===== src/rtl/mem_sweep_ctrl.sv =====
// mem_sweep_ctrl: block-RAM sweep sequencer that fills every word with a pattern or reads it back and counts mismatches.
//
// Ports:
//   clk, reset            clock, asynchronous active-high reset
//   start, op, pat_mode,  command strobe, 0=FILL/1=CHECK, pattern select and seed;
//   seed                  all captured only on a start accepted in IDLE
//   abort                 ends an active sweep without a done pulse
//   busy, done            sweep in progress / one-cycle completion pulse
//   err_count             saturating CHECK mismatch count
//   mem_raddr, mem_waddr, memory port drive (addresses zero-extended to 32 bits)
//   mem_we, mem_din
//   mem_dout              memory read data, one cycle after mem_raddr
//
// Optional build macro MEM_SWEEP_FIRST_FAIL_EN adds first_fail_valid/addr/data,
// holding the address and read data of the first CHECK mismatch since the last
// CHECK start.
module mem_sweep_ctrl #(
   parameter int WID_MEM   = 16,
   parameter int DEPTH_MEM = 16384,
   parameter int ERR_W     = 32
) (
   input  logic               clk,
   input  logic               reset,
   input  logic               start,
   input  logic               op,
   input  logic [1:0]         pat_mode,
   input  logic [WID_MEM-1:0] seed,
   input  logic               abort,
   output logic               busy,
   output logic               done,
   output logic [ERR_W-1:0]   err_count,
   output logic [31:0]        mem_raddr,
   output logic [31:0]        mem_waddr,
   output logic               mem_we,
   output logic [WID_MEM-1:0] mem_din,
   input  logic [WID_MEM-1:0] mem_dout
`ifdef MEM_SWEEP_FIRST_FAIL_EN
   ,
   output logic               first_fail_valid,
   output logic [31:0]        first_fail_addr,
   output logic [WID_MEM-1:0] first_fail_data
`endif
);
   localparam int AW = (DEPTH_MEM > 1) ? $clog2(DEPTH_MEM) : 1;
   localparam int XW = (WID_MEM > AW) ? WID_MEM : AW;
   localparam logic [AW-1:0] LAST = AW'(DEPTH_MEM - 1);
   localparam logic [2:0] S_IDLE     = 3'd0;
   localparam logic [2:0] S_FILL     = 3'd1;
   localparam logic [2:0] S_CHK_RD   = 3'd2;
   localparam logic [2:0] S_CHK_LAST = 3'd3;
   localparam logic [2:0] S_DONE     = 3'd4;

   logic [2:0]         state;
   logic [AW-1:0]      a;
   logic [1:0]         pat_r;
   logic [WID_MEM-1:0] seed_r, exp_r, pat_a;
   logic               vld_r, miss;

   // The address is widened before slicing so narrow counters zero-extend
   // and wide counters truncate to the word width.
   function automatic logic [WID_MEM-1:0] pat(input logic [1:0] m, input logic [WID_MEM-1:0] s,
                                              input logic [AW-1:0] ad);
      logic [XW-1:0] ax;
      ax = XW'(ad);
      return m == 2'd0 ? s :
             m == 2'd1 ? ax[WID_MEM-1:0] ^ s :
             m == 2'd2 ? ~ax[WID_MEM-1:0] ^ s :
             ad[0] ? ~s : s;
   endfunction

   assign pat_a     = pat(pat_r, seed_r, a);
   assign busy      = state == S_FILL || state == S_CHK_RD || state == S_CHK_LAST;
   assign done      = state == S_DONE;
   assign mem_we    = state == S_FILL;
   assign mem_din   = mem_we ? pat_a : '0;
   assign mem_waddr = 32'(a);
   assign mem_raddr = 32'(a);
   // vld_r is only ever set by a CHK_RD cycle that was not aborted, so it
   // alone qualifies the compare of the word read on the previous cycle.
   assign miss      = vld_r && mem_dout != exp_r;

   always_ff @(posedge clk or posedge reset) begin
      if (reset) begin
         state     <= S_IDLE;
         a         <= '0;
         pat_r     <= '0;
         seed_r    <= '0;
         exp_r     <= '0;
         vld_r     <= 1'b0;
         err_count <= '0;
      end else begin
         vld_r <= state == S_CHK_RD && !abort;
         exp_r <= pat_a;
         if (miss && err_count != '1) err_count <= err_count + ERR_W'(1);
         case (state)
            S_IDLE: if (start) begin
               a      <= '0;
               pat_r  <= pat_mode;
               seed_r <= seed;
               state  <= op ? S_CHK_RD : S_FILL;
               if (op) err_count <= '0;
            end
            S_FILL: begin
               if (abort) state <= S_IDLE;
               else if (a == LAST) state <= S_DONE;
               else a <= a + AW'(1);
            end
            S_CHK_RD: begin
               if (abort) state <= S_IDLE;
               else if (a == LAST) state <= S_CHK_LAST;
               else a <= a + AW'(1);
            end
            S_CHK_LAST: state <= abort ? S_IDLE : S_DONE;
            default: state <= S_IDLE;
         endcase
      end
   end

`ifdef MEM_SWEEP_FIRST_FAIL_EN
   logic [AW-1:0] addr_r;

   always_ff @(posedge clk or posedge reset) begin
      if (reset) begin
         addr_r           <= '0;
         first_fail_valid <= 1'b0;
         first_fail_addr  <= '0;
         first_fail_data  <= '0;
      end else begin
         addr_r <= a;
         if (state == S_IDLE && start && op) begin
            first_fail_valid <= 1'b0;
            first_fail_addr  <= '0;
            first_fail_data  <= '0;
         end else if (miss && !first_fail_valid) begin
            first_fail_valid <= 1'b1;
            first_fail_addr  <= 32'(addr_r);
            first_fail_data  <= mem_dout;
         end
      end
   end
`endif
endmodule


===== config.mk =====
export PLATFORM = sky130hd
export DESIGN_NAME = mem_sweep_ctrl
export DESIGN_NICKNAME = d
export VERILOG_FILES = /design/src/rtl/mem_sweep_ctrl.sv
export SDC_FILE = /design/constraint.sdc
export NUM_CORES = 1
export LEC_CHECK = 0
export CORE_ASPECT_RATIO = 0.5
export CORE_MARGIN = 4
export CORE_UTILIZATION = 51
export CTS_CLUSTER_DIAMETER = 50
export CTS_CLUSTER_SIZE = 12
export DETAILED_ROUTE_END_ITERATION = 7
export PLACE_DENSITY = 0.93
export SLEW_MARGIN = 5
export SYNTH_ARGS = -nofsm -noshare
export SYNTH_HDL_FRONTEND = slang
export SYNTH_SLANG_ARGS = --single-unit
export TNS_END_PERCENT = 50

===== constraint.sdc =====
create_clock -name clk -period 3.6 [get_ports clk]
set_input_delay 0.36 -clock clk [delete_from_list [all_inputs] [get_ports clk]]
set_output_delay 0.36 -clock clk [all_outputs]
set_load 0.01 [all_outputs]

Word level (Yosys, flattened, before mapping). Index checks and enable logic that the tools add are counted.

Bits of input ports: 39. Register bits: 84. Output and inout bits: 115. Word-level logic and storage cells: 61.

Reductions and logical operators: 13. Mux-type cells: 21. Equality and inequality tests: 14. Add/subtract/negate cells: 2. Bitwise gates (word level): 4.

Operator list (number): 32-bit 2-to-1 mux (4); 16-bit 2-to-1 mux (5); 14-bit 2-to-1 mux (3); 32-bit by 1-bit adder with 32-bit output, second input constant (1); 32-bit inequality test, second input constant (1); 14-bit case mux with 2 select lines (1); 3-bit 2-to-1 mux (6); 16-bit inequality test (1); 14-bit NOT with 16-bit output (1); 16-bit NOT (1); 14-bit by 16-bit XOR with 16-bit output (1); 16-bit XOR (1); 14-bit by 1-bit adder with 14-bit output, second input constant (1); 14-bit equality test, second input constant (1); 3-bit case mux with 4 select lines (1); 3-bit by 2-bit equality test with 1-bit output, second input constant (2); 2-bit inequality test, second input constant (3); 3-bit by 2-bit inequality test with 1-bit output, second input constant (2); 4-bit AND reduction (1); 3-bit by 1-bit equality test with 1-bit output, second input constant (1); 3-bit equality test, second input constant (1); 1-bit logical AND (3); 3-bit zero test (1); 3-bit AND reduction (1); other kinds (9) (10).

Logic depth before layout (Yosys ltp).
Depth in word-level cells: 7. Mapped depth: 8. Gate-level depth less buffers: 6.

Worst setup path before layout. OpenSTA, ideal clock, no wires.

Path type: register to output. From: register pat_r[0]. To: output mem_din[5]. Buffers on the path: 2. Stages on the path, launching flop included: 8. Arrival: 1637 ps. Setup slack: 1603 ps. Data required time: 3240 ps. Cells stage by stage: dfrtp_1 > clkbuf_1 > inv_1 > o21ai_0 > clkbuf_1 > o21ai_0 > xor2_1 > and2_1.

Cells in the longest elaborated chain, start to end: 5. Elaborated cells between the ends (all ways): 7. Classes of those cells: 2 x eq/ne; 4 x mux; 1 x reduce/logical.

RTL lines: start, declared (line 55) `logic [1:0] pat_r;`; start signal, assigned (line 98) `pat_r <= pat_mode;`; 2-bit equality test (line 67) `m == 2'd2 ? ~ax[WID_MEM-1:0] ^ s :`; 16-bit 2-to-1 mux (line 67); 16-bit 2-to-1 mux (line 66) `m == 2'd1 ? ax[WID_MEM-1:0] ^ s :`; 16-bit 2-to-1 mux (*) (line 65) `return m == 2'd0 ? s :`; via pat_a[5] (line 56) `logic [WID_MEM-1:0] seed_r, exp_r, pat_a;`; 16-bit 2-to-1 mux (*) (line 75) `assign mem_din = mem_we ? pat_a : '0;`; end, declared (line 35) `output logic [WID_MEM-1:0] mem_din,`.

The timed path passes the listed nets; every way through them passes the cells marked *.

Final worst setup path.
From: register pat_r[0]. To: output mem_din[8].

Same word-level chain as after synthesis.

==> summary.md <==
| Metric | Value |
|---|---|
| CP Buf/Inv Count | 3 |
| Clk sink count | 84 |
| Max Fclk | 0.331 GHz |
| IO Pins | 154 |
| Full die area | 0.0114 mm2 |
| WL/cell | 16.0 um |
| GRT Total Usage | 22.8% |
| CP delay by family, top | buffers and inverters |
| Cts hold-fix bufs | 0 |
| Initial Util | 52.3% |
| Drt total wl | 12.6 mm |
| Post-CTS Resized | 0 |
| Ranking of synthesized cells by area | dfrtp_1, buf_4, nand2_1, xnor2_1, mux2i_1 |
| Final Net Count | 691 |
| Diode count | 0 |
| Worst EP required | 3240 ps |
| WHS Endpoint | exp_r[0]$_DFF_PP0_ |
| Slew headroom | 43.1% |
| Post-layout min period | 3020 ps |
| Worst Tran Pin Value | 853 ps |
| Vias in the first global route | 4328 |
| DP HPWL | 9.07 mm |
| Hold slack | 477 ps |
| Max_cap viols | 0 |
| Row count | 25 |
| Post-synth ARST share | 100% |
| Setup crit start kind | register |
| CTS Buf Count | 9 |
| Fill count | 735 |
| Vias per inst | 5.45 |
| Multi-input combinational cell area | 0.00244 mm2 |
| Synth top area share | 42.7% |
| DR pass1 iterations | 4 |
| Clock Path Buffers | 2 |
| CP Class | reg2out |
| Chip width | 147 um |
| Library cells used by synthesis | 43 |
| Maximum number of pins on one net before global-route repair | 50 |
| Unrepaired setup endpoints after global routing | false |
| Hold Path Class | reg2reg |
| Predominant post-synthesis flop cell | dfrtp_1 |
| Tcrit/Tclk final | 83.8% |
| Clk slew on worst S/H paths | 60 ps |
| Sequential area share after synthesis | 42.7% |
| Initial DRC count | 373 |
| Commonest cells post-synth | nand2_1, dfrtp_1, buf_4 |
| Gate Count Post-Synth | 553 |
| Register area | 0.00210 mm2 |
| Setup crit end kind | primary output |
| Core Box Area | 0.00942 mm2 |
| Power per cell area | 620 mW/mm2 |
| Number of synthesized flops with an enable pin | 0 |
| Crit-path cells | inv_1 -> o21ai_0 -> buf_4 -> o21ai_0 -> xor2_1 -> and2_1 -> clkdlybuf4s50_1 |
| Buffers on Ports | 117 |
| Via count | 4303 |
| Slowest stage cell, crit path | dfrtp_1 |
| DRC Markers | 0 |
| Dominant cell type by area after synthesis | dfrtp_1 |
| Setup_tns | 0 ps |
| GRT overflow | 0 |
| CTS tree | built |
| Worst r2r dst | err_count[27]$_DFF_PP0_ |
| Synth Register Bits | 84 |
| Setup bufs post-CTS | 0 |
| Die H | 77.5 um |
| Htree depth | 3 |
| Crit-path max cell delay | 670 ps |
| Top-count cell post-synth | nand2_1 |
| Clk Latency, worst-skew pair | 340 ps |
| Post-DRT Antenna Nets | 0 |
| FF-to-FF Start | err_count[12]$_DFF_PP0_ |
| Fin. max-slew vios | 0 |
| R2R setup slack | 1020 ps |
| Share of cells above drive strength 1 | 5.20% |
| Antenna violations before repair | 0 |
| Final Hold Viols | 0 |
| R2r worst-path depth | 6 |
| HP Start | seed_r[0]$_DFFE_PP0P_ |
| Hold path depth | 1 |
| Top cell by count, worst path | o21ai_0 |
| RD Place Congestion | 0.873 |
| Max VDD drop | 0.000466 V |
| CTS root buffer | clkbuf_16 |
| Setup violations, final | 0 |
| Crit path arrival time | 2660 ps |
| Synth warn | 0 |
| Synth-to-layout area growth | 28.7% |
| Status | finished clean |
| Post-Syn Area | 0.00493 mm2 |
| Syn Area/Cell | 8.91 um2 |
| First-pass GRT wire length | 21.1 mm |
| P_leak | 0.00266 uW |
| CP Depth | 7 |
| Setup Skew | 11.4 ps |
| Crit path max fanout | 17 |
| Final Util | 67.3% |
==> sequential cells by signal (all words and copies together), names as in the netlist <==
signal and flops:
seed_r 16, state 3, a 14, vld_r 1, exp_r 16, err_count 32, pat_r 2
==> where the power goes <==
group	switching (uW)	leakage, uW	internal, uW
logic	767	0.00140	655
clock network	372	0.000158	675
registers	261	0.00111	1200
==> worst max path at each step <==
| stage | start | endpoint | slack, ps |
|---|---|---|---|
| final | pat_r[0]$_DFFE_PP0P_ | mem_din[8] | 580 |
| after global routing | pat_r[0]$_DFFE_PP0P_ | mem_din[8] | 440 |
| after CTS | pat_r[0]$_DFFE_PP0P_ | mem_din[8] | 590 |
| after detailed placement | pat_r[0]$_DFFE_PP0P_ | mem_din[8] | 970 |
| after global placement | pat_r[0]$_DFFE_PP0P_ | mem_din[8] | 1060 |
| after floorplan | reset | a[0]$_DFFE_PP0P_ | 1070 |
==> through the flow <==
step	total power, uW	cell area [um2]	std cells	setup slack [ps]
floorplan	2320	5060	588	1070
global placement	2820	6000	774	1060
detailed placement	2890	6000	774	974
CTS	3950	6340	789	588
global route	4170	6340	789	444
finish	3930	6340	789	583
==> final cells by class <==
class                   count  share of cell area, %
repair buffers            127                   19.7
clock inverters             6                   1.80
inverters                  12                  0.730
flip-flops and latches     84                   33.1
clock buffers               9                   3.55
multi-input cells         416                   38.5
well taps                 135                   2.66
==> kinds of logic after synthesis <==
group                      after synthesis  share of synthesized area (%)
DFF                                     84                           42.7
xor gates and xnor gates                42                           7.46
muxes                                   18                           3.66
AOI/OAI and AO/OA                       60                           7.49
buffers and inverters                   88                           10.9
and+or+nand+nor                        258                           27.3
other                                    1                         0.0761
adders and majority gates                2                          0.508
==> cells in the final DEF (no fill, tap or decap), drive strengths merged, types with 12 or more instances in the layout <==
| master | n |
|---|---|
| clkdlybuf4s50 | 117 |
| nand2 | 92 |
| dfrtp | 84 |
| nand3 | 36 |
| conb | 36 |
| xnor2 | 27 |
| o21ai | 22 |
| nor4 | 19 |
| nor2 | 18 |
| mux2i | 18 |
| and2 | 17 |
| a21oi | 16 |
| xor2 | 15 |
| nand4 | 15 |
| nor3 | 14 |
| or4 | 14 |
| nand2b | 13 |
| o31ai | 12 |
==> layer usage <==
metal  part of all wire, %  global-route usage [%]
met1                    41                    27.6
met2                    52                    40.7
met3                   5.5                    4.61
met4                   2.0                    8.36
met5                     0                       0
No activity file was read; power rests on OpenSTA's default activity.
